==> src/rtl/mul_div_unit.sv <==
// Iterative multiply/divide unit with HI/LO result registers.
// One radix-2 step per clock (shift-add multiply, restoring divide) on operand
// magnitudes. A final FIX cycle applies the sign correction and writes HI/LO,
// so every operation completes exactly WIDTH+1 edges after it is accepted.
module mul_div_unit #(
  parameter int WIDTH = 32,
  parameter int CNT_W = 6
) (
  input  logic             clk,
  input  logic             rst,
  input  logic             start,
  input  logic [1:0]       op,
  input  logic [WIDTH-1:0] A,
  input  logic [WIDTH-1:0] B,
  input  logic             mthi,
  input  logic             mtlo,
  output logic             busy,
  output logic             done,
  output logic [WIDTH-1:0] hi,
  output logic [WIDTH-1:0] lo
);

  localparam logic [1:0] S_IDLE = 2'd0;
  localparam logic [1:0] S_RUN  = 2'd1;
  localparam logic [1:0] S_FIX  = 2'd2;
  localparam logic [CNT_W-1:0] LAST = CNT_W'(WIDTH - 1);

  logic [1:0]       state;
  logic [CNT_W-1:0] cnt;
  // acc: product upper half / partial remainder
  // qr:  multiplier being consumed (mul) / dividend shifting out, quotient shifting in (div)
  logic [WIDTH-1:0] acc, qr, m;
  logic             is_div, neg_q, neg_r, div0;

  logic             a_neg, b_neg;
  logic [WIDTH-1:0] a_mag, b_mag;
  logic [WIDTH:0]   mul_sum, mul_pick, div_rs, div_diff;
  logic             div_ge;
  logic [WIDTH-1:0] acc_n, qr_n, fix_hi, fix_lo;

  assign busy = (state != S_IDLE);

  // Operand magnitudes and signs at capture; op[0]=0 selects the signed forms.
  always_comb begin
    a_neg = ~op[0] & A[WIDTH-1];
    b_neg = ~op[0] & B[WIDTH-1];
    a_mag = a_neg ? -A : A;
    b_mag = b_neg ? -B : B;
  end

  // One radix-2 iteration: a single WIDTH+1-bit add or subtract plus shifts.
  always_comb begin
    mul_sum  = {1'b0, acc} + {1'b0, m};
    mul_pick = qr[0] ? mul_sum : {1'b0, acc};
    div_rs   = {acc, qr[WIDTH-1]};
    div_diff = div_rs - {1'b0, m};
    div_ge   = ~div_diff[WIDTH];
    if (is_div) begin
      // remainder stays below the divisor, so it always fits in WIDTH bits
      acc_n = div_ge ? div_diff[WIDTH-1:0] : div_rs[WIDTH-1:0];
      qr_n  = {qr[WIDTH-2:0], div_ge};
    end else begin
      acc_n = mul_pick[WIDTH:1];
      qr_n  = {mul_pick[0], qr[WIDTH-1:1]};
    end
  end

  // Sign correction. Divide by zero leaves |A| in the remainder and the
  // remainder takes the dividend's sign, so HI comes out equal to A without
  // special handling; only the quotient is forced to all ones.
  always_comb begin
    if (is_div) begin
      fix_lo = div0 ? '1 : (neg_q ? -qr : qr);
      fix_hi = neg_r ? -acc : acc;
    end else if (neg_q) begin
      // 2*WIDTH negate split into halves: carry into HI only when LO is zero
      fix_lo = -qr;
      fix_hi = ~acc + {{(WIDTH-1){1'b0}}, (qr == '0)};
    end else begin
      fix_lo = qr;
      fix_hi = acc;
    end
  end

  // Control FSM, datapath registers and HI/LO update.
  always_ff @(posedge clk) begin
    if (rst) begin
      state  <= S_IDLE;
      cnt    <= '0;
      done   <= 1'b0;
      hi     <= '0;
      lo     <= '0;
      acc    <= '0;
      qr     <= '0;
      m      <= '0;
      is_div <= 1'b0;
      neg_q  <= 1'b0;
      neg_r  <= 1'b0;
      div0   <= 1'b0;
    end else begin
      done <= 1'b0;
      case (state)
        S_IDLE: begin
          if (start) begin
            cnt    <= '0;
            acc    <= '0;
            is_div <= op[1];
            neg_q  <= a_neg ^ b_neg;
            neg_r  <= a_neg;
            div0   <= (B == '0);
            qr     <= op[1] ? a_mag : b_mag;
            m      <= op[1] ? b_mag : a_mag;
            state  <= S_RUN;
          end else begin
            if (mthi) hi <= A;
            if (mtlo) lo <= A;
          end
        end
        S_RUN: begin
          acc <= acc_n;
          qr  <= qr_n;
          cnt <= cnt + CNT_W'(1);
          if (cnt == LAST) state <= S_FIX;
        end
        S_FIX: begin
          hi    <= fix_hi;
          lo    <= fix_lo;
          done  <= 1'b1;
          state <= S_IDLE;
        end
        default: state <= S_IDLE;
      endcase
    end
  end

endmodule
==> config.mk <==
export PLATFORM = sky130hd
export DESIGN_NAME = mul_div_unit
export DESIGN_NICKNAME = d
export VERILOG_FILES = /design/src/rtl/mul_div_unit.sv
export SDC_FILE = /design/constraint.sdc
export NUM_CORES = 1
export LEC_CHECK = 0
export ABC_AREA = 1
export CAP_MARGIN = 15
export CORE_MARGIN = 1
export CORE_UTILIZATION = 40
export CTS_BUF_LIST = sky130_fd_sc_hd__clkbuf_8
export DETAILED_ROUTE_END_ITERATION = 16
export PLACE_DENSITY = 0.62
export RECOVER_POWER = 50
export SLEW_MARGIN = 5
export SYNTH_ARGS = -nofsm -noshare
export SYNTH_HDL_FRONTEND = slang
export SYNTH_SLANG_ARGS = --single-unit
==> constraint.sdc <==
create_clock -name clk -period 3 [get_ports clk]
set_input_delay 0.6 -clock clk [delete_from_list [all_inputs] [get_ports clk]]
set_output_delay 0.6 -clock clk [all_outputs]
set_load 0.03 [all_outputs]
Word-level counts from Yosys, hierarchy flattened
Index checks and enable logic that the tools add are counted.
Word-level totals
  ROM bits: 0
  output and inout bits: 66
  bits in writable memories: 0
  input bits: 71
  bits in latches: 0
  memories: 0
  bits in registers: 173
  word-level logic and storage cells: 75
Cells by class
  shifts and indexed selects: 0
  $lt $le $gt $ge: 0
  div/mod/pow operators: 0
  equality and inequality tests: 8
  reductions and logical operators: 11
  bitwise gates (word level): 6
  muxes and demuxes: 30
  $add $sub $neg: 8
  $mul: 0
Operators with widths (number)
  $mux W32: 19
  $pmux W32 S2: 4
  $neg A32 Y32: 4
  $logic_not A32 Y1: 2
  $add A32 B32 Y33: 1
  $mux W33: 1
  $sub A33 B32 Y33: 1
  $add A32 B1 Y32: 1
  $not A32 Y32: 1
  $pmux W6 S2: 1
  $ne A2 B2 Y1 const B: 5
  $add A6 B1 Y6 const B: 1
  $eq A6 B5 Y1 const B: 1
  $mux W6: 1
  $reduce_and A2 Y1: 3
  $reduce_and A3 Y1: 2
  $reduce_bool A2 Y1: 3
  $mux W2: 2
  $pmux W2 S2: 1
  $and A1 B1 Y1: 2
  $eq A2 B1 Y1 const B: 1
  $eq A2 B2 Y1 const B: 1
  $logic_not A2 Y1: 1
  $not A1 Y1: 2
  2 further kinds: 2

Depth between registers and ports, before layout
  word-level depth: 6
  mapped depth: 25
  mapped depth without buffers: 23

Worst setup path before layout
No wires, ideal clock.
  path type: reg-to-reg
  start: register qr[0]
  end: register hi[19]
  period minus slack after synthesis: 3.319 ns
  arrival: 3.191 ns
  setup slack: -0.319 ns
  library setup time: 0.128 ns
  stages on the path, launching flop included: 26
  path buffers: 2
  data required time: 2.872 ns
  path through: dfxtp_1 -> buf_2 -> inv_2 -> clkbuf_1 -> ha_1 -> nand3_1 -> inv_1 -> nand3_1 -> inv_1 -> nand3_1 -> nor2_1 -> inv_1 -> nor3_1 -> nand3_1 -> nor2_1 -> ha_1 -> inv_1 -> nor2_1 -> nand3_1 -> a21oi_1 -> o21ai_0 -> inv_1 -> o21ai_0 -> o21ai_0 -> xor2_1 -> o21ai_0
Between the ends
  cells in the longest elaborated chain, start to end: 5
RTL lines
  start: declaration: line 32  | logic [WIDTH-1:0] acc, qr, m;
  start signal: assignment: line 111  | qr <= op[1] ? a_mag : b_mag;
  start signal: assignment: line 121  | qr <= qr_n;
  $logic_not A32 Y1: line 78  | fix_hi = ~acc + {{(WIDTH-1){1'b0}}, (qr == '0)};
  $add A32 B1 Y32: line 78
  $mux W32: line 75  | end else if (neg_q) begin
  $mux W32: line 72  | if (is_div) begin
  $pmux W32 S2: line 102  | case (state)
  end signal: assignment: line 126  | hi <= fix_hi;
  end: declaration: line 19  | output logic [WIDTH-1:0] hi,
No other way between the ends.
A chain may end at the register's enable or synchronous reset.

Final worst setup path
  start: register qr[0]
  end: register lo[4]
Between the ends
  cells in the longest elaborated chain, start to end: 5
RTL lines
  $neg A32 Y32 *: line 73, 77
  $mux W32 *: line 73, 75
  $mux W32: line 73  | fix_lo = div0 ? '1 : (neg_q ? -qr : qr);
  $mux W32 *: line 72
  $pmux W32 S2 *: line 102
  end signal: assignment: line 127  | lo <= fix_lo;
  end: declaration: line 20  | output logic [WIDTH-1:0] lo
Every way passes the cells marked *; elsewhere a longest branch is shown, timed or not.

==> results.yml <==
outcome:
  status: "complete, no violations"
sta:
  fin_worst_skew_ns: 0.0202
  finalHoldViolCount: 0
  slew_headroom_pct: 31.3
  fin_crit_sh_pct: 98.5
  whs_ns: 0.490
  slew_viol_final: 0
  final.min_clock_period_ns: 2.95
  worst_pin_slew_ns: 1.03
  rsz0062_at_grt: "yes"
  max_freq_ghz: 0.338
  setup_viol: 0
final_layout:
  final_nets: 3384
  multi_input_area_sq_um: 11800
  fillers: 4491
  fin_area_sq_um: 20600
  area.growth.synth_to_final_pct: 20.7
  regArea_sq_um: 3470
  fin_cells: 3793
  drive_gt1_share_pct: 9.35
drt:
  drtPass1Iterations: 6
  drcViolationCount: 0
  routedWlPerCell_um: 20.8
  vias: 21094
  viasPerCell: 5.56
  drtAntennaViolNets: 0
  drt-total-wl_mm: 78.7
  drt-initial-drc-count: 2195
grt:
  grt_pass1_vias: 19045
  grt_usage_pct: 35.5
  gr-total-overflow: 0
  antenna_found_initial: 3
  grt_max_degree: 61
  grt_pass1_wl_mm: 116
synthesis:
  synth-edff-count: 0
  synth.most_common_cell: "nand2_1"
  postSynth.asyncResetShare_pct: 0
  ys_top_cells_by_area: "dfxtp_1, nand2_1, inv_1, o21ai_0, a21oi_1"
  ys_warn_count: 0
  ys.flop_type: "dfxtp_1"
  synth_area_leader_cell: "dfxtp_1"
  yosysUniqueCellTypes: 50
  synth-seq-cells: 173
  syn_avg_cell_area_sq_um: 5.64
  synthTopCellsByCount: "nand2_1, inv_1, o21ai_0, a21oi_1, nor2_1"
  synth_seq_area_share_pct: 20.3
  synth_area_sq_um: 17100
  synth_cells: 3026
  synth_top_cell_area_share_pct: 20.3
  synth_nets: 3170
worst_setup_path:
  ff2ff_setup_slack_ns: 0.05
  worstPathCellList: "inv_4 -> ha_4 -> nand3_4 -> inv_4 -> buf_4 -> buf_4 -> buf_4 -> buf_4 -> buf_4 -> buf_4 -> buf_4 -> buf_4 -> buf_4 -> buf_4 -> buf_4 -> buf_4 -> buf_4 -> buf_4 -> nor3_4 -> o31ai_2 -> a31oi_1"
  worstPathRequired_ns: 3.47
  cp-start-kind: "flop"
  cp_max_fo: 2
  r2r-start: "qr[0]"
  worst_path_max_delay_cell: "dfxtp_2"
  cp.arrival_ns: 3.42
  r2r_cells: 21
  worstSetupPathType: "flop to flop"
  crit_path_frequent_cell: "buf_4"
  cp-end-kind: "flop"
  max_stage_delay_ns: 0.37
  reg2reg_to: "lo[4]"
place:
  dp.final_hpwl_mm: 63.9
  post_dp_cell_area_sq_um: 19900
  io_buffers: 136
  place.gp.congestion: 0.973
  place_inst: 3739
clock_network:
  hold_buffers: 0
  numClockSinks: 173
  clk_path_buf_depth: 2
  cts_buffers: 17
  path_clk_slew_ns: 0.11
  clock-root-buffer: "clkbuf_8"
  clk_latency_ns: 0.55
  htree_levels: 4
  cts_tree: "built"
floorplan:
  ios: 137
  die_w_um: 209
  die_h_um: 209
  core_area_sq_um: 42000
  die-area_sq_um: 43500
  start_util_pct: 40.6
  rows: 75
flow_run:
  max_cap_viol_count: 0
hold_path:
  whs_path_depth: 2
  hold_end: "hi[2]"
  hp-start: "hi[2]"
  hold_path_class: "flop to flop"
pwr:
  ir_drop_mv: 0.315
  p_leak_nw: 9.78
  power_density_nw_per_um2: 421
## placed cells by master (no fill, tap or decap), drive strengths merged, types with 32 or more instances in the layout
| cell | instances |
|---|---|
| nand2 | 897 |
| inv | 417 |
| o21ai | 297 |
| a21oi | 258 |
| nor2 | 256 |
| nand3 | 219 |
| buf | 184 |
| dfxtp | 173 |
| clkdlybuf4s50 | 135 |
| ha | 71 |
| xor2 | 67 |
| nor3 | 44 |
| xnor2 | 32 |
## per-stage QoR
stage | setup WS, ns | utilization (%) | total power, mW | setup TNS [ns]
finish | 0.0452 | 49.1 | 8.69 | 0
global route | -0.108 | 49.1 | 9.17 | -0.552
CTS | 0.00475 | 48.7 | 8.53 | 0
detailed placement | -0.192 | 47.3 | 6.71 | -1.37
global placement | -0.114 | 47.3 | 6.70 | -0.365
floorplan | 0.00516 | - | 5.20 | 0
## cell families after synthesis
group / count (synthesis) / share of synthesized area, %
simple gates: 1476 / 36.0
compound gates: 665 / 21.0
buf+inv: 540 / 12.2
flops: 173 / 20.3
xor+xnor: 99 / 5.08
fa+ha+maj: 73 / 5.44
## layout make-up
type / count / share of cell area, %
tap: 539 / 3.27
sequential: 173 / 16.8
clock buffer: 18 / 1.20
inverter: 414 / 7.58
antenna: 1 / 0.0121
multi-input combinational: 2314 / 57.0
timing repair buffer: 320 / 13.4
clock inverter: 14 / 0.637
## layer usage
metal | wire length (um) | global-route usage, % | vias up
li1 | - | - | 10249
met1 | 33700 | 47.1 | 9721
met2 | 33900 | 55.0 | 971
met3 | 7250 | 7.21 | 149
met4 | 3880 | 16.8 | 4
met5 | 30 | 0 | -
## power breakdown
part | internal, mW | switching [mW] | total (mW)
clock | 0.692 | 1.06 | 1.75
sequential | 2.47 | 0.195 | 2.67
combinational | 1.47 | 2.80 | 4.27
## what timing repair did
item                       4_1_cts  5_1_grt
setup endpoints to repair       17       42
gates resized for setup         22       46
setup buffers                   17        5
pin swaps                        8       22
gates cloned                     0        1
## worst max-delay path by stage
stage	startpoint	to	cells past startpoint
6_report	qr[0]	lo[4]	21
5_1_grt	qr[0]	hi[27]	24
4_1_cts	qr[0]	hi[24]	24
3_5_place_dp	qr[1]	hi[27]	24
3_3_place_gp	qr[1]	hi[19]	24
2_1_floorplan	qr[0]	hi[19]	25
## state kept, by name, summed over array words and instances, names as in the netlist
name,count
neg_q,1
lo,32
cnt,6
qr,32
hi,32
is_div,1
m,32
done,1
div0,1
state,2
neg_r,1
acc,32
## worst max-delay path: cells and delay by family, from the launching register on
kind | cells | cell delay, ns
adder cells (fa/ha/maj) | 1 | 0.16
AND/OR/NAND/NOR | 2 | 0.25
buffers and inverters | 16 | 1.82
flip-flops | 1 | 0.37
AO/OA/AOI/OAI | 2 | 0.28
Power figures use the tool's default switching activity.
